**src/rtl/pwm_multichannel.sv**
```systemverilog
// pwm_multichannel: NUM_CH independent PWM outputs sharing one prescaled
// period counter. Each channel has a pending (software-visible) duty register
// and an active duty register. Pending values move into the active set only
// at the period boundary, so a period is never cut short or stretched by a
// mid-period write.
//
// Ports
//   clk, rst_n     clock, asynchronous active-low reset
//   cfg_we         one-cycle duty write strobe
//   cfg_ch         channel index for the write (out-of-range writes dropped)
//   cfg_duty       duty value for the write
//   out_en         per-channel output enable (level, not shadowed)
//   pwm_en         per-channel PWM mode; 0 = static high when enabled
//   prescale       tick divider; one counter tick every prescale+1 clk
//   pwm_out        registered channel outputs
//   period_start   one-cycle pulse in the first cycle the counter reads 0
module pwm_multichannel #(
  parameter int unsigned NUM_CH  = 16,
  parameter int unsigned CNT_W   = 8,
  parameter int unsigned PRESC_W = 8
) (
  input  logic                      clk,
  input  logic                      rst_n,
  input  logic                      cfg_we,
  input  logic [$clog2(NUM_CH)-1:0] cfg_ch,
  input  logic [CNT_W-1:0]          cfg_duty,
  input  logic [NUM_CH-1:0]         out_en,
  input  logic [NUM_CH-1:0]         pwm_en,
  input  logic [PRESC_W-1:0]        prescale,
  output logic [NUM_CH-1:0]         pwm_out,
  output logic                      period_start
);

  localparam int unsigned CH_W = $clog2(NUM_CH);
  // Last counter value before the wrap; the period is 2**CNT_W-1 ticks.
  localparam logic [CNT_W-1:0] CNT_LAST = CNT_W'((1 << CNT_W) - 2);

  logic [PRESC_W-1:0] presc_cnt;
  logic [CNT_W-1:0]   cnt;
  logic [CNT_W-1:0]   pending [NUM_CH];
  logic [CNT_W-1:0]   active  [NUM_CH];

  logic tick_c;
  logic wrap_c;
  logic wr_ok_c;

  // Tick/wrap decode. ">=" rather than "==" means lowering prescale below the
  // current presc_cnt produces a tick on the next edge instead of a long
  // count-up through the whole prescaler range.
  always_comb begin
    tick_c  = 1'b0;
    wrap_c  = 1'b0;
    wr_ok_c = 1'b0;
    tick_c  = (presc_cnt >= prescale);
    wrap_c  = tick_c && (cnt == CNT_LAST);
    wr_ok_c = cfg_we && (32'(cfg_ch) < NUM_CH);
  end

  // Prescaler.
  always_ff @(posedge clk or negedge rst_n) begin
    if (!rst_n) begin
      presc_cnt <= '0;
    end else if (tick_c) begin
      presc_cnt <= '0;
    end else begin
      presc_cnt <= presc_cnt + PRESC_W'(1);
    end
  end

  // Period counter: 0 .. CNT_LAST, advancing on tick only.
  always_ff @(posedge clk or negedge rst_n) begin
    if (!rst_n) begin
      cnt <= '0;
    end else if (wrap_c) begin
      cnt <= '0;
    end else if (tick_c) begin
      cnt <= cnt + CNT_W'(1);
    end
  end

  // Pending duty registers, written by the configuration port.
  always_ff @(posedge clk or negedge rst_n) begin
    if (!rst_n) begin
      for (int i = 0; i < int'(NUM_CH); i++) pending[i] <= '0;
    end else if (wr_ok_c) begin
      pending[cfg_ch] <= cfg_duty;
    end
  end

  // Active duty registers. A write landing on the wrap cycle is forwarded so
  // it is not lost behind the pending register for a whole period.
  always_ff @(posedge clk or negedge rst_n) begin
    if (!rst_n) begin
      for (int i = 0; i < int'(NUM_CH); i++) active[i] <= '0;
    end else if (wrap_c) begin
      for (int i = 0; i < int'(NUM_CH); i++) begin
        if (cfg_we && (cfg_ch == CH_W'(i))) begin
          active[i] <= cfg_duty;
        end else begin
          active[i] <= pending[i];
        end
      end
    end
  end

  // Registered outputs; enables act directly, duty compares against cnt.
  always_ff @(posedge clk or negedge rst_n) begin
    if (!rst_n) begin
      pwm_out      <= '0;
      period_start <= 1'b0;
    end else begin
      for (int i = 0; i < int'(NUM_CH); i++) begin
        if (!out_en[i]) begin
          pwm_out[i] <= 1'b0;
        end else if (!pwm_en[i]) begin
          pwm_out[i] <= 1'b1;
        end else begin
          pwm_out[i] <= (cnt < active[i]);
        end
      end
      period_start <= wrap_c;
    end
  end

endmodule

```
**config.mk**
```make
export PLATFORM = sky130hd
export DESIGN_NAME = pwm_multichannel
export DESIGN_NICKNAME = d
export VERILOG_FILES = /design/src/rtl/pwm_multichannel.sv
export SDC_FILE = /design/constraint.sdc
export NUM_CORES = 1
export LEC_CHECK = 0
export ABC_CLOCK_PERIOD_IN_PS = 5670
export BUFFER_PORTS_ARGS = -buffer_cell sky130_fd_sc_hd__buf_2
export CORE_UTILIZATION = 50
export CTS_CLUSTER_DIAMETER = 40
export CTS_CLUSTER_SIZE = 10
export DETAILED_ROUTE_END_ITERATION = 6
export PLACE_DENSITY = 0.63
export SETUP_SLACK_MARGIN = 0.3
export SYNTH_ARGS = -nofsm -noshare
export SYNTH_HDL_FRONTEND = slang
export SYNTH_SLANG_ARGS = --single-unit
```
**constraint.sdc**
```tcl
create_clock -name clk -period 5.67 [get_ports clk]
set_input_delay 0.2835 -clock clk [delete_from_list [all_inputs] [get_ports clk]]
set_output_delay 0.2835 -clock clk [all_outputs]
set_load 0.1 [all_outputs]
```
Word level (Yosys, flattened, before mapping)
Cells that the tools add are included.
{ "word_totals": {"input_bits": 55, "out_inout_bits": 17, "ff_bits": 289} }
{ "op_classes": {"muxes": 54, "bitwise": 1, "add_sub_neg": 2, "magnitude_cmp": 19, "n_reduce_logical": 20, "n_eq_ne": 16} }
{ "op_table": {"columns": ["operator", "n"], "rows": [
  ["8-bit two-way mux", 20],
  ["128-bit bitwise mux", 1],
  ["8-bit < comparator", 16],
  ["8-bit demux with 4-bit select", 1],
  ["4-bit equality test, second input constant", 8],
  ["1-bit two-way mux", 32],
  ["1-bit logical AND", 18],
  ["8-bit by 1-bit adder with 8-bit output, second input constant", 2],
  ["4-bit by 3-bit equality test with 1-bit output, second input constant", 4],
  ["4-bit by 2-bit equality test with 1-bit output, second input constant", 2],
  ["8-bit equality test, second input constant", 1],
  ["8-bit greater-or-equal comparator", 1],
  ["5-bit greater-or-equal comparator, second input constant", 1],
  ["5-bit by 1-bit < comparator with 1-bit output, second input constant", 1],
  ["4-bit inverter with 5-bit output", 1],
  ["4-bit by 1-bit equality test with 1-bit output, second input constant", 1],
  ["4-bit logical NOT", 1],
  ["2-bit nonzero test", 1]
]} }

Longest topological paths before layout
Gate-level depths: netlist (run 1).
{ "logic_depth": {"ltp_word": 6, "ltp_mapped": 9, "depth_no_buf": 7} }

Least setup slack after synthesis (run 1)
Ideal clock, no wire load.
{ "synth_path": {"path_kind": "reg-to-reg", "start": "reg cnt[3]", "end": "reg active[100] (netlist name)", "setup_time_ns": 0.125, "period_less_slack_ns": 2.227, "stages_incl_launch_ff": 8, "required_ns": 5.545, "t_arrival_ns": 2.102, "slack_ns": 3.443, "path_cell_list": "dfrtp_1 and4_1 and4_1 buf_2 and2_4 buf_8 buf_8 mux2_4"} }
{ "synth_between": {"elab_chain_cells": 2} }
{ "synth_rtl": {"columns": ["element", "line", "text"], "rows": [
  ["start, declared", "39", "logic [CNT_W-1:0] cnt;"],
  ["start signal, assigned", "77", "cnt <= cnt + CNT_W'(1);"],
  ["8-bit equality test", "55", "wrap_c = tick_c && (cnt == CNT_LAST);"],
  ["1-bit logical AND", "55", null],
  ["end signal, assigned by index", "98", "active[i] <= cfg_duty;"],
  ["end signal, assigned by index", "100", "active[i] <= pending[i];"],
  ["end, declared", "41", "logic [CNT_W-1:0] active [NUM_CH];"]
]} }
Every way passes these cells.
A chain may end at the register's enable or synchronous reset.

Worst setup path after layout (run 1)
{ "layout_path": {"start": "reg cnt[3]", "end": "reg active[93] (netlist name)"} }
Same word-level chain as after synthesis.

==> flow_metrics.py, run 1 <==
metrics = {
    "place": {
        "dp_hpwl_um": 17000,
        "post-place-ws_ps": 2260,
        "io_buffers": 71,
        "place.gp.congestion": 0.750,
        "dp.cells": 1516,
        "dpl_cell_area_sq_um": 15000,
    },
    "sta": {
        "period_needed_ps": 3360,
        "finalSetupViolCount": 0,
        "maxSlewViolCount": 0,
        "fin_skew_ps": 14.0,
        "finalHoldViolCount": 0,
        "slew-limit-headroom": 0.289,
        "grt_setup_unrepaired": "no",
        "setup_ws_ps": 2310,
        "worst_pin_slew_ps": 1070,
        "min_period_over_period": 0.592,
        "max_freq_mhz": 298,
        "holdWs_ps": 56.0,
        "finalSetupTns_ps": 0,
    },
    "pwr": {
        "cellPowerDensity_nw_per_um2": 374,
        "power_mw": 6.25,
        "power.leakage_nw": 7.85,
        "vdd_ir_drop_max_mv": 0.225,
    },
    "critical_path": {
        "cp_max_fo": 30,
        "start_kind": "register",
        "worstPathArrival_ps": 3770,
        "cp.required_ps": 6090,
        "crit_type": "register to register",
        "end_kind": "register",
    },
    "floorplanning": {
        "dieArea_sq_um": 29400,
        "io_pins": 72,
        "num_rows": 61,
        "fp.dieW_um": 172,
        "initial_core_util": 0.513,
        "die_h_um": 172,
        "coreArea_sq_um": 28000,
    },
    "clocking": {
        "cts_buffer_depth": 3,
        "clk_pin_slew_ps": 50,
        "cts_tree": "yes",
        "root_buffer": "clkbuf_16",
        "cts.sinks": 289,
        "insertion_delay_ps": 540,
        "htreeDepth": 2,
        "cts_made_buffers": 47,
    },
    "routing": {
        "wire_per_inst_um": 17.6,
        "vias": 8462,
        "route.detailed.drc": 0,
        "drtIter0Drc": 464,
        "firstDrtPassIters": 4,
        "vias_per_cell": 5.23,
        "drtAntennaViolNets": 0,
        "routed_wl_um": 28400,
    },
    "synth": {
        "synth_edf_count": 0,
        "ys_types": 40,
        "ys_seq_area_frac": 0.503,
        "ys_ff_latch": 289,
        "netlist_area_sq_um": 14400,
        "synthFlopType": "dfrtp_1",
        "syn_avg_cell_area_sq_um": 13.2,
        "yosys_warnings": 0,
        "synthCells": 1090,
        "synthArstFlopShare": 1.00,
        "synthesis.nets": 1268,
    },
    "layout": {
        "multi_input_area_sq_um": 6400,
        "stdcell_count": 1618,
        "fin_nets": 1383,
        "antenna_cells": 0,
        "layout-drive-gt1-share": 0.316,
        "seq_area_sq_um": 7230,
        "fin_util": 0.598,
        "area_growth_pct": 16.5,
        "n_fill_cell": 2265,
        "fin_area_sq_um": 16700,
    },
    "global_route": {
        "use_met3": 0.0292,
        "grt_max_degree": 152,
        "grt_pass1_vias": 8709,
        "gr-total-overflow": 0,
        "met2_usage": 0.328,
        "grt-busiest-layer": "met2",
        "antenna_found_initial": 1,
        "grt_usage": 0.209,
        "met1_usage": 0.306,
        "grt_pass1_wl_um": 47400,
    },
    "run": {
        "drv_cap": 0,
    },
    "hold_path": {
        "min_path_type": "primary input to register",
    },
    "outcome": {
        "run_status": "finished clean",
    },
}
==> power by group <==
| part | internal [mW] | switching (mW) | leakage, nW | total [mW] |
|---|---|---|---|---|
| registers | 2.32 | 0.168 | 3.78 | 2.48 |
| clock network | 1.72 | 1.01 | 0.743 | 2.73 |
| logic | 0.464 | 0.575 | 3.33 | 1.04 |
==> cells by family (layout without fill, tap and decap cells) <==
kind of cell,Yosys count,after routing,synth area share
flops,289,289,0.503
mux,256,256,0.227
buf+inv,157,307,0.0512
simple gates,156,156,0.0588
fa+ha+maj,123,123,0.107
compound gates,103,103,0.0490
xor+xnor,6,6,0.00366
==> flip-flops by register name, summed over array words and instances, names as in the netlist <==
| register | flops |
|---|---|
| pending | 128 |
| period_start | 1 |
| cnt | 8 |
| active | 128 |
| presc_cnt | 8 |
| pwm_out | 16 |
==> metal layers <==
metal | up-vias | routed length [um] | share of wire
met1 | 4262 | 14100 | 0.49
met5 | - | 0 | 0
met2 | 119 | 12900 | 0.46
met3 | 38 | 973 | 0.034
li1 | 4043 | - | -
met4 | 0 | 469 | 0.016
==> path summary, 6_finish.rpt <==
check | startpoint | cells past startpoint | endpoint | slack, ps
min | pwm_en[14] | 3 | pwm_out[14]$_DFF_PN0_ | 60
min in group asynchronous | rst_n | 2 | active[101]$_DFFE_PN0P_ | 480
min reg2reg | active[125]$_DFFE_PN0P_ | 1 | active[125]$_DFFE_PN0P_ | 480
max | cnt[3]$_DFFE_PN0P_ | 5 | active[93]$_DFFE_PN0P_ | 2310
max in group asynchronous | rst_n | 3 | pending[83]$_DFFE_PN0P_ | 3800
max reg2reg | cnt[3]$_DFFE_PN0P_ | 5 | active[93]$_DFFE_PN0P_ | 2310
==> synth_stat cells, types with 4 or more instances <==
| library cell | n | area share |
|---|---|---|
| a221o_1 | 15 | 0.010 |
| clkbuf_1 | 14 | 0.0037 |
| mux2_1 | 31 | 0.024 |
| nand3b_1 | 4 | 0.0021 |
| inv_1 | 124 | 0.032 |
| nand3_1 | 9 | 0.0031 |
| a21oi_1 | 34 | 0.012 |
| nor2_1 | 21 | 0.0055 |
| dfrtp_1 | 289 | 0.50 |
| a21o_1 | 17 | 0.0089 |
| buf_2 | 6 | 0.0021 |
| nand2b_1 | 19 | 0.0083 |
| mux2_2 | 125 | 0.098 |
| nand4_1 | 16 | 0.0070 |
| mux2_4 | 100 | 0.10 |
| xor2_1 | 5 | 0.0030 |
| and3_1 | 33 | 0.014 |
| o21ai_0 | 22 | 0.0077 |
| buf_8 | 11 | 0.011 |
| o21a_1 | 4 | 0.0021 |
| nand2_1 | 38 | 0.0099 |
| ha_1 | 123 | 0.11 |
==> area by class of cell <==
type,instances,share of cell area
flip-flops and latches,289,0.432
multi-input cells,644,0.382
clock buffers,57,0.0750
repair buffers,99,0.0386
well taps,378,0.0283
inverters,124,0.0278
clock inverters,27,0.0161
==> worst max-delay path, cell delays in order (launching register included) <==
cell and delay (ps):
dfrtp_1 1000, and4_1 400, and4_1 330, and2_4 540, buf_4 580, mux2_4 350
==> cell usage in the layout, fill, tap and decap left out, types with 5 or more instances in the layout <==
cell type	count
mux2_4	100
a21oi_1	34
clkbuf_1	7
and3_1	33
a21o_1	17
nand2b_1	19
buf_2	70
nor2_1	21
dlygate4sd3_1	18
clkinv_2	9
nand3_1	9
mux2_1	31
dfrtp_1	289
xor2_1	5
inv_6	6
buf_4	8
nand4_1	16
o21ai_0	22
mux2_2	125
clkbuf_16	48
inv_1	124
nand2_1	38
a221o_1	15
ha_1	123
==> timing repair <==
action / in CTS / in global routing
gates resized for setup: 0 / 0
hold endpoints to repair: 154 / 0
setup buffers: 0 / 0
hold buffers: 18 / 0
endpoints found under the setup margin: 0 / 0
No activity file was read; power rests on OpenSTA's default activity.
==> inputs of run 2 (changes only) <==
--- a/config.mk
+++ b/config.mk
@@ -5,7 +5,7 @@
 export SDC_FILE = /design/constraint.sdc
 export NUM_CORES = 1
 export LEC_CHECK = 0
-export ABC_CLOCK_PERIOD_IN_PS = 5670
+export ABC_CLOCK_PERIOD_IN_PS = 3300
 export BUFFER_PORTS_ARGS = -buffer_cell sky130_fd_sc_hd__buf_2
 export CORE_UTILIZATION = 50
 export CTS_CLUSTER_DIAMETER = 40
==> constraint.sdc (replaced) <==
create_clock -name clk -period 3.3 [get_ports clk]
set_input_delay 0.165 -clock clk [delete_from_list [all_inputs] [get_ports clk]]
set_output_delay 0.165 -clock clk [all_outputs]
set_load 0.1 [all_outputs]
==> flow_metrics.py, run 2 (synthesis results as in run 1) <==
metrics = {
    "outcome": {
        "run_status": "finished clean",
    },
    "critical_path": {
        "worstPathArrival_ps": 2910,
        "crit_type": "register to register",
        "cp_max_fo": 27,
        "cp.required_ps": 3700,
        "start_kind": "register",
        "cp-startpoint": "presc_cnt[0]$_DFF_PN0_",
        "end_kind": "register",
        "rr_startpoint": "presc_cnt[0]$_DFF_PN0_",
    },
    "place": {
        "place.gp.congestion": 0.732,
        "io_buffers": 71,
        "dp_hpwl_um": 17700,
        "post-place-ws_ps": 761,
    },
    "clocking": {
        "cts_made_buffers": 44,
        "insertion_delay_ps": 520,
        "htreeDepth": 2,
        "root_buffer": "clkbuf_16",
        "cts_buffer_depth": 3,
        "cts.sinks": 289,
        "clk_pin_slew_ps": 50,
        "ctsResizeCount": 0,
        "cts_tree": "yes",
    },
    "pwr": {
        "power.switching_mw": 2.91,
        "switching_share": 0.271,
        "p_comb_frac": 0.185,
        "internal_power_mw": 7.80,
        "clkPwrFrac": 0.430,
        "power.leakage_nw": 7.99,
        "seq_power_share": 0.385,
        "cellPowerDensity_nw_per_um2": 631,
        "vdd_ir_drop_max_mv": 0.473,
    },
    "sta": {
        "max_freq_mhz": 399,
        "finalSetupViolCount": 0,
        "finalSetupTns_ps": 0,
        "maxSlewViolCount": 0,
        "period_needed_ps": 2510,
        "setup_ws_ps": 791,
        "slew-limit-headroom": 0.379,
        "min_period_over_period": 0.760,
        "finalHoldViolCount": 0,
        "fin_skew_ps": 14.2,
        "grt_setup_unrepaired": "no",
        "worst_pin_slew_ps": 927,
    },
    "global_route": {
        "grt_pass1_vias": 8846,
        "grt-busiest-layer": "met2",
        "met2_usage": 0.340,
        "gr-total-overflow": 0,
        "grt_pass1_wl_um": 47500,
        "grt_usage": 0.211,
        "met1_usage": 0.294,
        "grt_max_degree": 84,
        "antenna_found_initial": 3,
        "use_met3": 0.0389,
    },
    "layout": {
        "antenna_cells": 0,
        "mostFrequentLayoutCell": "dfrtp_1",
        "area_growth_pct": 18.2,
        "fin_nets": 1406,
        "reg.largest.list": "active (128), pending (128), pwm_out (16)",
        "final_cell_mix": "289 x dfrtp_1, 125 x mux2_2, 124 x inv_1, 123 x ha_1, 100 x mux2_4",
        "layout-drive-gt1-share": 0.315,
        "n_fill_cell": 2282,
    },
    "hold_path": {
        "worstHoldStart": "cfg_duty[1]",
        "min_path_type": "primary input to register",
    },
    "floorplanning": {
        "io_pins": 72,
        "dieArea_sq_um": 29400,
        "fp.dieW_um": 172,
        "num_rows": 61,
        "initial_core_util": 0.513,
        "die_h_um": 172,
        "coreArea_sq_um": 28000,
    },
    "routing": {
        "drtAntennaViolNets": 0,
        "wire_per_inst_um": 17.8,
        "vias": 8512,
        "drtIter0Drc": 380,
        "vias_per_cell": 5.20,
        "route.detailed.drc": 0,
        "firstDrtPassIters": 6,
        "routed_wl_um": 29200,
    },
    "run": {
        "drv_cap": 0,
    },
}
run 2: worst max-delay path, stage by stage, from the launching register on:
cell and delay (ps):
dfrtp_1 410, inv_1 70, ha_1 270, nand2b_4 120, a2111oi_4 60, o31ai_2 250
and2_4 550, buf_4 320, mux2_4 320
run 2: final cells by class:
class	instances	area (sq um)	area share
clock buffer	56	1220	0.0717
clock inverter	20	248	0.0146
inverter	124	465	0.0274
multi-input combinational	644	6400	0.377
sequential	289	7230	0.426
tap	378	473	0.0278
timing repair buffer	125	953	0.0561
run 2: power groups by stage:
stage	Clock (mW)	Combinational (mW)	Sequential (mW)
finish	4.61	1.98	4.13
CTS	4.71	2.02	4.13
floorplan	0	1.19	4.30
global route	4.85	2.26	4.18
detailed placement	0	1.96	4.19
global placement	0	1.90	4.16
run 2: path summary, 6_finish.rpt:
check / endpoint / slack [ps] / cells after the start
min in group asynchronous: pwm_out[3]$_DFF_PN0_ / 250 / 2
min reg2reg: pending[28]$_DFFE_PN0P_ / 490 / 1
min: pending[57]$_DFFE_PN0P_ / 240 / 2
max in group asynchronous: pending[44]$_DFFE_PN0P_ / 2190 / 3
max: active[119]$_DFFE_PN0P_ / 790 / 8
max reg2reg: active[119]$_DFFE_PN0P_ / 790 / 8
run 2: metrics by stage:
| stage | util | instances | power [mW] | hold WS (ps) | area [sq um] |
|---|---|---|---|---|---|
| 2_1_floorplan | - | 1090 | 5.49 | -131 | 14400 |
| 3_3_place_gp | 0.542 | 1527 | 6.06 | 222 | 15200 |
| 3_5_place_dp | 0.542 | 1527 | 6.15 | 223 | 15200 |
| 4_1_cts | 0.606 | 1636 | 10.9 | 237 | 17000 |
| 5_1_grt | 0.606 | 1636 | 11.3 | 251 | 17000 |
| 6_report | 0.606 | 1636 | 10.7 | 238 | 17000 |
run 2: metal layers:
metal / vias to the layer above / wire length [um] / part of all wire
li1: 4084 / - / -
met1: 4275 / 14300 / 0.49
met2: 104 / 13400 / 0.46
met3: 43 / 963 / 0.033
met4: 6 / 454 / 0.016
met5: - / 37 / 0.0013
run 2: repair_timing:
item,CTS,global route
setup buffers,0,0
hold buffers,33,0
hold endpoints to repair,96,0
==> inputs of run 3 (changes only) <==
--- a/config.mk
+++ b/config.mk
@@ -5,7 +5,8 @@
 export SDC_FILE = /design/constraint.sdc
 export NUM_CORES = 1
 export LEC_CHECK = 0
-export ABC_CLOCK_PERIOD_IN_PS = 3300
+export ABC_AREA = 1
+export ABC_CLOCK_PERIOD_IN_PS = 2350
 export BUFFER_PORTS_ARGS = -buffer_cell sky130_fd_sc_hd__buf_2
 export CORE_UTILIZATION = 50
 export CTS_CLUSTER_DIAMETER = 40
==> constraint.sdc (replaced) <==
create_clock -name clk -period 2.35 [get_ports clk]
set_input_delay 0.1175 -clock clk [delete_from_list [all_inputs] [get_ports clk]]
set_output_delay 0.1175 -clock clk [all_outputs]
set_load 0.1 [all_outputs]
==> flow_metrics.py, run 3 <==
metrics = {
    "outcome": {
        "run_status": "finished clean",
    },
    "global_route": {
        "grt_pass1_wl_um": 59700,
        "antenna_found_initial": 0,
        "grt_pass1_vias": 11500,
        "gr-total-overflow": 0,
        "grt_max_degree": 103,
        "grt_usage": 0.250,
    },
    "floorplanning": {
        "coreArea_sq_um": 28700,
        "num_rows": 62,
        "io_pins": 72,
        "die_h_um": 173,
        "fp.dieW_um": 173,
        "initial_core_util": 0.507,
        "dieArea_sq_um": 29800,
    },
    "sta": {
        "slew-limit-headroom": 0.593,
        "period_needed_ps": 1990,
        "maxSlewViolCount": 0,
        "grt_setup_unrepaired": "no",
        "max_freq_mhz": 503,
        "finalHoldViolCount": 0,
        "min_period_over_period": 0.846,
        "finalSetupTns_ps": 0,
        "worst_pin_slew_ps": 608,
        "holdWs_ps": 22.7,
        "fin_skew_ps": 14.4,
        "finalSetupViolCount": 0,
    },
    "clocking": {
        "insertion_delay_ps": 530,
        "root_buffer": "clkbuf_16",
        "cts_made_buffers": 44,
        "cts.sinks": 289,
        "clk_pin_slew_ps": 50,
        "htreeDepth": 2,
        "cts_tree": "yes",
        "cts_buffer_depth": 3,
    },
    "routing": {
        "route.detailed.drc": 0,
        "drtAntennaViolNets": 0,
        "routed_wl_um": 41200,
        "wire_per_inst_um": 17.6,
        "vias": 12200,
        "firstDrtPassIters": 5,
        "drtIter0Drc": 793,
        "vias_per_cell": 5.22,
    },
    "layout": {
        "area_growth_pct": 21.8,
        "final_cell_mix": "664 x nand2_1, 289 x dfrtp_1, 200 x inv_1, 142 x nand3_1, 126 x o21ai_0",
        "multi_input_area_sq_um": 6290,
        "layout-drive-gt1-share": 0.111,
        "mostFrequentLayoutCell": "nand2_1",
        "fin_nets": 2105,
        "seq_area_sq_um": 7230,
        "reg.largest.list": "active (128), pending (128), pwm_out (16)",
        "n_fill_cell": 2541,
    },
    "critical_path": {
        "crit_chain": "ha_1, a21oi_1, nor2_1, nor2_4, nand3_4, buf_4, nand2_8, buf_12, nand2_1, nand2_1",
        "cp.required_ps": 2810,
        "cp_common_cell": "nand2_1",
        "max_stage_delay_ps": 400,
        "cp_max_fo": 20,
        "start_kind": "register",
        "crit_type": "register to register",
        "crit_buf_inv": 2,
        "worstPathArrival_ps": 2450,
        "end_kind": "register",
        "cp_top_family": "simple AND/OR/NAND/NOR gates",
        "cp_slowest_cell": "dfrtp_1",
    },
    "synth": {
        "synthArstFlopShare": 1.00,
        "synth_common_cells": "665 x nand2_1, 289 x dfrtp_1, 200 x inv_1",
        "synthFlopType": "dfrtp_1",
        "synth_edf_count": 0,
        "synth.most_common_cell": "nand2_1",
        "netlist_area_sq_um": 14600,
        "synth_top_area_share": 0.497,
        "syn_avg_cell_area_sq_um": 8.20,
        "ys_seq_area_frac": 0.497,
        "synthesis.nets": 1954,
        "ys_types": 28,
        "synthCells": 1776,
        "synth_area_leader_cell": "dfrtp_1",
        "yosys-top-cells-area": "dfrtp_1 50%, nand2_1 17%, ha_1 11%, inv_1 5.2%, nand3_1 4.9%",
        "ys_ff_latch": 289,
        "yosys_warnings": 0,
    },
    "place": {
        "io_buffers": 71,
        "place.gp.congestion": 0.772,
        "dp_hpwl_um": 22100,
    },
    "pwr": {
        "switching_share": 0.348,
        "internal_power_mw": 11.0,
        "seq_power_share": 0.347,
        "power.switching_mw": 5.84,
        "power.leakage_nw": 9.62,
        "cellPowerDensity_nw_per_um2": 947,
        "vdd_ir_drop_max_mv": 0.677,
        "clkPwrFrac": 0.366,
        "p_comb_frac": 0.287,
        "power_mw": 16.8,
    },
    "hold_path": {
        "min_path_type": "primary input to register",
    },
    "run": {
        "drv_cap": 0,
    },
}
-- run 3: stage by stage --
stage | setup WS, ps | cell area (sq um) | util | std cells
2_1_floorplan | 523 | 14600 | - | 1776
3_3_place_gp | 304 | 15400 | 0.538 | 2196
6_report | 362 | 17700 | 0.618 | 2337
3_5_place_dp | 238 | 15400 | 0.538 | 2196
5_1_grt | 277 | 17700 | 0.618 | 2336
4_1_cts | 307 | 17200 | 0.599 | 2303
-- run 3: path summary, 6_finish.rpt --
| check | startpoint | to | slack (ps) | cells past startpoint |
|---|---|---|---|---|
| min in group asynchronous | rst_n | presc_cnt[4]$_DFF_PN0_ | 150 | 2 |
| max in group asynchronous | rst_n | pending[108]$_DFFE_PN0P_ | 1440 | 3 |
| setup reg to reg | presc_cnt[5]$_DFF_PN0_ | active[27]$_DFFE_PN0P_ | 360 | 10 |
| hold / removal | cfg_duty[5] | pending[21]$_DFFE_PN0P_ | 20 | 3 |
| hold reg to reg | active[49]$_DFFE_PN0P_ | active[49]$_DFFE_PN0P_ | 470 | 2 |
| setup / recovery | presc_cnt[5]$_DFF_PN0_ | active[27]$_DFFE_PN0P_ | 360 | 10 |
-- run 3: cell type report --
type,count,share of cell area
clock inverter,17,0.0109
multi-input combinational,1216,0.355
inverter,202,0.0428
antenna,1,0.000141
sequential,289,0.408
timing repair buffer,174,0.0901
clock buffer,54,0.0665
tap,384,0.0271
-- run 3: routing by layer --
metal | share of wire | up-vias | GRT usage | routed length [um]
li1 | - | 5945 | - | -
met1 | 0.46 | 5837 | 0.349 | 18900
met2 | 0.47 | 340 | 0.419 | 19400
met3 | 0.048 | 73 | 0.0281 | 1970
met4 | 0.022 | 0 | 0.0638 | 902
met5 | 0 | - | 0 | 0
-- run 3: power by group through the flow --
| stage | clock [mW] | sequential [mW] | combinational [mW] |
|---|---|---|---|
| after floorplan | 0 | 6.76 | 2.26 |
| after global placement | 0 | 5.88 | 4.27 |
| after detailed placement | 0 | 5.90 | 4.37 |
| after CTS | 6.23 | 5.82 | 4.45 |
| after global routing | 6.46 | 5.89 | 5.39 |
| final | 6.15 | 5.83 | 4.82 |
-- run 3: worst register-to-register path: cells and delay by family, from the launching register on --
family | cells | cell delay, ps
buf+inv | 2 | 400
fa+ha+maj | 1 | 290
compound gates | 1 | 160
flops | 1 | 400
simple gates | 6 | 690
-- run 3: kinds of logic after synthesis --
logic type,share of synthesized area
buffers and inverters,0.0751
XOR/XNOR,0.00301
flip-flops,0.497
AND/OR/NAND/NOR,0.254
AO/OA/AOI/OAI,0.0656
adder cells (fa/ha/maj),0.106
-- run 3: repair_timing --
action,CTS,global route
pin swaps,0,5
gates resized for setup,2,17
hold buffers,36,0
buffers inserted,0,13
gates cloned,0,20
hold endpoints to repair,130,0
setup endpoints to repair,51,142
